## src/rtl/mem_lsu.sv

```systemverilog
// Load/store unit between the core and a byte-addressable data memory.
// One request in flight: check, access memory, extend load data, respond.
module mem_lsu #(
    parameter int MEM_BYTES = 128,
    parameter int ADDR_W    = 32
) (
    input  logic              clk,
    input  logic              rst,
    input  logic              req_valid,
    output logic              req_ready,
    input  logic              req_we,
    input  logic [2:0]        req_funct3,
    input  logic [ADDR_W-1:0] req_addr,
    input  logic [31:0]       req_wdata,
    output logic              rsp_valid,
    input  logic              rsp_ready,
    output logic [31:0]       rsp_rdata,
    output logic              rsp_fault,
    output logic [ADDR_W-1:0] adrs_rd,
    input  logic [31:0]       rd_data,
    output logic              wr_en,
    output logic [3:0]        byt_en,
    output logic [ADDR_W-1:0] adrs_wr,
    output logic [31:0]       wr_data
);

    typedef enum logic [1:0] {IDLE, READ, WRITE, RESP} state_t;

    state_t            state, state_nxt;
    logic              lat_we;
    logic [2:0]        lat_f3;
    logic [ADDR_W-1:0] lat_addr;
    logic [31:0]       lat_wdata;
    logic [31:0]       rdata_q;
    logic              fault_q;

    logic              accept;
    logic              bad_op, misaligned, out_of_range, req_fault;
    logic [2:0]        size_m1;
    logic [ADDR_W:0]   last_byte;
    logic [3:0]        lane_mask;
    logic [31:0]       load_ext;

    assign accept = req_valid && req_ready;

    // Request checks; the last-byte sum carries one extra bit so addresses near the top never wrap.
    always_comb begin
        // NOTE: defaults first on every combinational output so no path infers a latch.
        bad_op     = 1'b0;
        misaligned = 1'b0;
        size_m1    = 3'd0;
        case (req_funct3)
            3'b000, 3'b100: size_m1 = 3'd0;
            3'b001, 3'b101: begin
                size_m1    = 3'd1;
                misaligned = req_addr[0];
            end
            3'b010: begin
                size_m1    = 3'd3;
                misaligned = |req_addr[1:0];
            end
            default: bad_op = 1'b1;
        endcase
        if (req_we && req_funct3[2]) bad_op = 1'b1;
        last_byte    = {1'b0, req_addr} + (ADDR_W+1)'(size_m1);
        out_of_range = last_byte >= (ADDR_W+1)'(MEM_BYTES);
        req_fault    = bad_op | misaligned | out_of_range;
    end

    always_comb begin
        case (lat_f3)
            3'b000:  load_ext = {{24{rd_data[7]}}, rd_data[7:0]};
            3'b001:  load_ext = {{16{rd_data[15]}}, rd_data[15:0]};
            3'b100:  load_ext = {24'd0, rd_data[7:0]};
            3'b101:  load_ext = {16'd0, rd_data[15:0]};
            default: load_ext = rd_data;
        endcase
    end

    always_comb begin
        case (lat_f3[1:0])
            2'b00:   lane_mask = 4'b0001;
            2'b01:   lane_mask = 4'b0011;
            default: lane_mask = 4'b1111;
        endcase
    end

    always_comb begin
        state_nxt = state;
        case (state)
            IDLE: if (accept) state_nxt = req_fault ? RESP : (req_we ? WRITE : READ);
            READ:  state_nxt = RESP;
            WRITE: state_nxt = RESP;
            RESP: if (rsp_ready) state_nxt = IDLE;
            default: state_nxt = IDLE;
        endcase
    end

    always_ff @(posedge clk or posedge rst) begin
        if (rst) state <= IDLE;
        // NOTE: non-blocking so every register samples pre-edge values regardless of block order.
        else     state <= state_nxt;
    end

    // Faults and stores answer with zero data; loads overwrite it during READ.
    always_ff @(posedge clk or posedge rst) begin
        if (rst) begin
            lat_we    <= 1'b0;
            lat_f3    <= 3'd0;
            lat_addr  <= '0;
            lat_wdata <= 32'd0;
            rdata_q   <= 32'd0;
            fault_q   <= 1'b0;
        end else begin
            if (accept) begin
                lat_we    <= req_we;
                lat_f3    <= req_funct3;
                lat_addr  <= req_addr;
                lat_wdata <= req_wdata;
                rdata_q   <= 32'd0;
                fault_q   <= req_fault;
            end
            if (state == READ) rdata_q <= load_ext;
        end
    end

    assign req_ready = (state == IDLE);
    assign rsp_valid = (state == RESP);
    assign rsp_rdata = rdata_q;
    assign rsp_fault = fault_q;
    assign adrs_rd   = lat_addr;
    assign adrs_wr   = lat_addr;
    assign wr_en     = (state == WRITE) && lat_we;
    assign byt_en    = wr_en ? lane_mask : 4'b0000;
    assign wr_data   = lat_wdata & {{8{byt_en[3]}}, {8{byt_en[2]}}, {8{byt_en[1]}}, {8{byt_en[0]}}};

endmodule
```

## config.mk

```make
export PLATFORM = sky130hd
export DESIGN_NAME = mem_lsu
export DESIGN_NICKNAME = d
export VERILOG_FILES = /design/src/rtl/mem_lsu.sv
export SDC_FILE = /design/constraint.sdc
export NUM_CORES = 1
export LEC_CHECK = 0
export ABC_CLOCK_PERIOD_IN_PS = 8400
export CAP_MARGIN = 0
export CORE_AREA = 2 2 125 127
export CTS_BUF_LIST = sky130_fd_sc_hd__clkbuf_2 sky130_fd_sc_hd__clkbuf_4 sky130_fd_sc_hd__clkbuf_8
export CTS_CLUSTER_SIZE = 40
export DETAILED_ROUTE_END_ITERATION = 7
export DIE_AREA = 0 0 127 129
export GPL_ROUTABILITY_DRIVEN = 0
export HOLD_SLACK_MARGIN = 0.15
export PLACE_DENSITY = 0.8
export REMOVE_ABC_BUFFERS = 1
export SYNTH_ARGS = -nofsm -noshare
export SYNTH_HDL_FRONTEND = slang
export SYNTH_SLANG_ARGS = --single-unit
```

## constraint.sdc

```tcl
create_clock -name clk -period 8.4 [get_ports clk]
set_input_delay 0.84 -clock clk [delete_from_list [all_inputs] [get_ports clk]]
set_output_delay 0.84 -clock clk [all_outputs]
set_load 0.005 [all_outputs]
```

==> results.yml, run 1 <==
clock_tree:
  clock_latency_ns: 0.38
  cts_tree: "built"
  cts-htree-levels: 3
  cts_made_buffers: 9
  cts.clk_slew.worst_paths_ns: 0.10
  clock-root-buffer: "clkbuf_8"
  cts_resized: 0
  post_cts_buffers: 0
  cts.sinks: 103
  max-clock-path-buffers: 2
  cts_hold_buf: 0
yosys:
  synth_fa_ha_area_frac: 0.01779
  syn_area_sq_um: 5344
  syn-instance-count: 516
  ys_warn_count: 0
  synthDistinctLibCells: 56
  syn_avg_cell_area_sq_um: 10.36
  synth_top_family_by_area: "simple AND/OR/NAND/NOR gates"
  synth-main-ff-cell: "dfrtp_1"
  synthMuxAreaShare: 0.1367
  synth-async-reset-ratio: 1.000
  ys_seq_area_frac: 0.4823
  synth_enable_flop_cells: 0
  synthXorXnorAreaFrac: 0.008195
  synth-compound-area-share: 0.1016
  synth_top_area_share: 0.4823
  synthSimpleGateAreaFrac: 0.1777
  synth_top_area_cell: "dfrtp_1"
  synth_area_leaders: "dfrtp_1, mux2_2, buf_4, nand2_1, o21ai_0"
  ys_ff_latch: 103
global_route:
  grt_pass1_wl_um: 22450
  grt-ovfl-total: 0
  grt_max_degree: 82
  grt_pass1_vias: 4358
  grt_use_total: 0.1731
  antenna_found_initial: 0
power:
  p_leak_nw: 3.192
  power.density_nw_per_um2: 296.9
  vdd_ir_drop_max_mv: 0.1430
worst_setup_path:
  ff2ff_path_depth: 4
  criticalPathCategory: "in -> reg"
  r2r_end: "rsp_rdata[29]$_DFFE_PP0P_"
  critPathLaunchType: "primary input"
  crit_end: "state[1]$_DFFE_PP0P_"
  arrival_ns: 4.41
  reg2reg_from: "state[1]$_DFFE_PP0P_"
  end_kind: "flip-flop"
  cp.required_ns: 8.67
  crit_path_start: "req_funct3[0]"
  cp_max_fo: 8
  r2r_slack_ns: 6.13
routing:
  drt_pass1_iterations: 4
  vias_per_cell: 5.026
  wl_per_cell_um: 16.14
  wirelength_um: 14550
  vias: 4528
  drt_iter0_markers: 220
  ant_nets: 0
  drc: 0
layout:
  drive_gt1_frac: 0.1290
  antenna_cells: 0
  final_nets: 819
  syn2layout_area_growth_pct: 46.29
  fin_util: 0.5220
  fillers: 1358
sta:
  fmax_ghz: 0.2416
  finalWorstSetupSlack_ns: 4.261
  fin_crit_sh: 0.4927
  rsz0062_at_grt: "no"
  tightest_slew_ns: 1.052
  finalClockSkew_ns: 0.01229
  hold_viol: 0
  layout_min_cycle_time_ns: 4.139
  drv_slew: 0
  fin_setup_tns_ns: 0
  finalSetupViolations: 0
  relSlewSlack: 0.2984
floorplan:
  initial_core_util: 0.3568
  placementRows: 45
  dieArea_sq_um: 16380
  die_h_um: 129
  core_sq_um: 14980
  io_pins: 240
  die_w_um: 127
placement:
  pre_cts_ws_ns: 3.862
  dp_hpwl_um: 10680
  io_buffer_count: 239
hold_path:
  hold_class: "reg -> reg"
status:
  status: "complete, no violations"
run:
  maxCapViolations: 0
-- area by class of cell --
class	instances	area, sq um	share of cell area
Clock buffer	11	138.9	0.01777
Clock inverter	5	33.78	0.004321
Inverter	12	47.55	0.006082
Multi-Input combinational cell	340	2370	0.3031
Sequential cell	103	2577	0.3297
Tap cell	188	235.2	0.03009
Timing Repair Buffer	242	2415	0.3089
-- metal layers --
layer  wire length, um  vias up  global-route usage
li1                  -     2156                   -
met1              6490     2189              0.2259
met2              6896      167              0.2830
met3               939       16             0.04033
met4               218        0             0.06335
met5                 0        -                   0
-- worst max-delay path: stages --
cell,delay (ns)
clkdlybuf4s50_1,0.46
nor2_1,0.12
nand2_1,0.12
o21ai_0,0.10
ha_1,0.19
inv_1,0.06
fa_1,0.42
nand4b_1,0.27
or4_1,0.64
a2111o_1,0.43
a22oi_1,0.20
nand4b_1,0.17
nor4_1,0.31
o21ai_1,0.08
-- how the worst min path moves through the flow --
stage / from / to / cells past startpoint
CTS: rsp_rdata[16]$_DFFE_PP0P_ / rsp_rdata[16]$_DFFE_PP0P_ / 2
finish: rsp_rdata[16]$_DFFE_PP0P_ / rsp_rdata[16]$_DFFE_PP0P_ / 2
detailed placement: rsp_rdata[16]$_DFFE_PP0P_ / rsp_rdata[16]$_DFFE_PP0P_ / 2
global route: rsp_rdata[23]$_DFFE_PP0P_ / rsp_rdata[23]$_DFFE_PP0P_ / 2
global placement: rsp_rdata[29]$_DFFE_PP0P_ / rsp_rdata[29]$_DFFE_PP0P_ / 2
floorplan: lat_wdata[10]$_DFFE_PP0P_ / lat_wdata[10]$_DFFE_PP0P_ / 1
-- synthesized netlist by cell type, drive strengths merged, types with 2 or more instances --
master	n
a211oi	2
a21oi	5
a22o	8
a22oi	3
a31oi	2
and2	26
and3	9
and4	3
buf	37
clkbuf	24
dfrtp	103
ha	6
inv	12
mux2	64
nand2	58
nand2b	2
nand3	6
nand3b	3
nand4	8
nand4b	2
nor2	15
nor2b	17
nor3	6
nor3b	2
nor4	5
o21ai	45
o21bai	2
o22ai	2
o31a	2
o31ai	3
or2	3
or3	5
or3b	2
or4	3
xnor2	4
-- registers in the layout (all words and copies together) (netlist names) --
register	count
rsp_fault	1
state	2
lat_we	1
lat_wdata	32
lat_f3	3
adrs_rd	32
rsp_rdata	32
-- where the power goes --
| group | switching (W) | internal, W | leakage (nW) |
|---|---|---|---|
| combinational | 0.000415 | 0.000729 | 1.86 |
| sequential | 0.000151 | 0.000735 | 1.25 |
| clock | 0.000176 | 0.000115 | 0.0866 |
-- kinds of logic after synthesis --
group	Yosys count
AOI/OAI and AO/OA	86
muxes	65
adders and majority gates	7
xor gates and xnor gates	5
buffers and inverters	73
DFF	103
and+or+nand+nor	177
-- placed cells by master (no fill, tap or decap), types with 8 or more instances in the layout --
master and n:
clkbuf_8 9, a22o_1 8, mux2_2 64, inv_1 11, nand4_1 8, nor2_1 15, nand2_1 57, and3_1 9
and2_1 26, o21ai_0 42, nor2b_1 17, clkdlybuf4s50_1 239, dfrtp_1 103
-- metrics by stage --
| stage | total power [W] | hold WS (ns) | area (sq um) | std cells |
|---|---|---|---|---|
| 5_1_grt | 0.002485 | 0.5119 | 7818 | 901 |
| 3_5_place_dp | 0.002055 | 0.4715 | 7645 | 885 |
| 6_report | 0.002321 | 0.4872 | 7818 | 901 |
| 3_3_place_gp | 0.002025 | 0.4619 | 7645 | 885 |
| 2_1_floorplan | 0.001340 | 0.4709 | 4985 | 455 |
| 4_1_cts | 0.002359 | 0.4934 | 7818 | 901 |
(Power assumes the default switching activity.)
==> inputs of run 2 (changes only) <==
--- a/config.mk
+++ b/config.mk
@@ -5,7 +5,7 @@
 export SDC_FILE = /design/constraint.sdc
 export NUM_CORES = 1
 export LEC_CHECK = 0
-export ABC_CLOCK_PERIOD_IN_PS = 8400
+export ABC_CLOCK_PERIOD_IN_PS = 3930
 export CAP_MARGIN = 0
 export CORE_AREA = 2 2 125 127
 export CTS_BUF_LIST = sky130_fd_sc_hd__clkbuf_2 sky130_fd_sc_hd__clkbuf_4 sky130_fd_sc_hd__clkbuf_8
==> constraint.sdc (replaced) <==
create_clock -name clk -period 3.93 [get_ports clk]
set_input_delay 0.393 -clock clk [delete_from_list [all_inputs] [get_ports clk]]
set_output_delay 0.393 -clock clk [all_outputs]
set_load 0.005 [all_outputs]
==> results.yml, run 2 (synthesis gave the netlist of run 1 again) <==
clock_tree:
  cts_hold_buf: 0
  cts-htree-levels: 3
  clock-root-buffer: "clkbuf_8"
  clock_latency_ns: 0.37
  cts_tree: "built"
  cts_resized: 0
  post_cts_buffers: 0
  cts.clk_slew.worst_paths_ns: 0.10
  cts_made_buffers: 9
  max-clock-path-buffers: 2
  cts.sinks: 103
global_route:
  antenna_found_initial: 0
  grt_max_degree: 82
  grt_pass1_wl_um: 22960
  grt-ovfl-total: 0
  grt_pass1_vias: 4364
  grt_use_total: 0.1761
worst_setup_path:
  criticalPathCategory: "in -> reg"
  cp_num_cells: 14
  crit_path_cell_trace: "clkdlybuf4s50_1 > nor2_1 > nand2_1 > o21ai_0 > ha_1 > inv_1 > fa_1 > nand4b_1 > or4_1 > a2111o_1 > a22oi_1 > nand4b_1 > nor4_1 > o21ai_1"
  crit_slowest_cell: "or4_1"
  ff2ff_path_depth: 4
  cp_common_cell: "nand4b_1"
  cp_max_fo: 5
  cp.required_ns: 4.19
  arrival_ns: 3.76
  r2r_slack_ns: 1.69
  crit_path_start: "req_funct3[0]"
  path_delay_family: "simple AND/OR/NAND/NOR gates"
  crit_end: "state[1]$_DFFE_PP0P_"
  r2r_end: "rsp_rdata[18]$_DFFE_PP0P_"
  crit_path_max_incr_delay_ns: 0.58
  reg2reg_from: "state[1]$_DFFE_PP0P_"
  critPathLaunchType: "primary input"
  crit_buf_inv: 2
  end_kind: "flip-flop"
routing:
  wl_per_cell_um: 16.07
  vias_per_cell: 4.964
  drt_iter0_markers: 174
  vias: 4507
  wirelength_um: 14590
  drc: 0
  drt_pass1_iterations: 4
  ant_nets: 0
layout:
  fillers: 1359
  layout_common_cells: "clkdlybuf4s50_1, dfrtp_1, mux2_2"
  seqCellArea_sq_um: 2577
  final_common_cell: "clkdlybuf4s50_1"
  syn2layout_area_growth_pct: 48.26
  drive_gt1_frac: 0.1375
  final_nets: 826
  antenna_cells: 0
  multi_input_area_sq_um: 2370
power:
  power.density_nw_per_um2: 638.1
  vdd_ir_drop_max_mv: 0.3237
  p_leak_nw: 3.244
placement:
  pre_cts_ws_ns: 0.03121
  dp_hpwl_um: 10750
  io_buffer_count: 239
sta:
  fin_setup_tns_ns: 0
  finalWorstSetupSlack_ns: 0.4304
  finalClockSkew_ns: 0.01515
  relSlewSlack: 0.2890
  fin_crit_sh: 0.8905
  drv_slew: 0
  layout_min_cycle_time_ns: 3.500
  finalSetupViolations: 0
  tightest_slew_ns: 1.067
  whs_ns: 0.4642
  hold_viol: 0
  rsz0062_at_grt: "no"
  fmax_ghz: 0.2857
floorplan:
  io_pins: 240
  initial_core_util: 0.3568
  die_h_um: 129
  die_w_um: 127
  placementRows: 45
  core_sq_um: 14980
  dieArea_sq_um: 16380
run:
  maxCapViolations: 0
hold_path:
  hold_class: "in -> async"
status:
  status: "complete, no violations"
run 2: cell count changes in the layout (fill, tap and decap cells not counted), sizes merged:
cell and change:
clkbuf +1, inv -1, bufinv +1, buf +7
clkinv -1
run 2: where the power goes:
part / internal [W] / switching (W)
Combinational: 0.00156 / 0.000893
Clock: 0.000338 / 0.000377
Sequential: 0.00157 / 0.000313
run 2: layer usage:
metal,vias up,global-route usage,part of all wire
met5,-,0,0
met4,0,0.04783,0.010
met3,10,0.04158,0.068
met2,161,0.3014,0.48
met1,2162,0.2250,0.44
li1,2174,-,-
run 2: cell type report:
cell class              instances  area share
well taps                     188     0.02969
inverters                      12    0.006001
clock inverters                 4    0.006791
multi-input cells             340      0.2991
repair buffers                249      0.3130
flip-flops and latches        103      0.3253
clock buffers                  12     0.02006
run 2: stage by stage:
stage          cell area [sq um]  total power [W]  cells    util
3_3_place_gp                7710         0.004333    892  0.5148
3_5_place_dp                7710         0.004391    892  0.5148
4_1_cts                     7923         0.005125    908  0.5290
6_report                    7923         0.005055    908  0.5290
5_1_grt                     7923         0.005417    908  0.5290
2_1_floorplan               4985         0.002864    455       -
run 2: worst min-delay path by stage:
stage	startpoint	end	slack (ns)	cells after the start
after floorplan	lat_wdata[10]$_DFFE_PP0P_	lat_wdata[10]$_DFFE_PP0P_	0.47	1
after global placement	rsp_rdata[30]$_DFFE_PP0P_	rsp_rdata[30]$_DFFE_PP0P_	0.46	2
after detailed placement	rsp_rdata[23]$_DFFE_PP0P_	rsp_rdata[23]$_DFFE_PP0P_	0.47	2
after CTS	rst	rsp_rdata[12]$_DFFE_PP0P_	0.47	2
after global routing	rst	lat_f3[2]$_DFFE_PP0P_	0.51	2
final	rst	rsp_rdata[31]$_DFFE_PP0P_	0.46	2
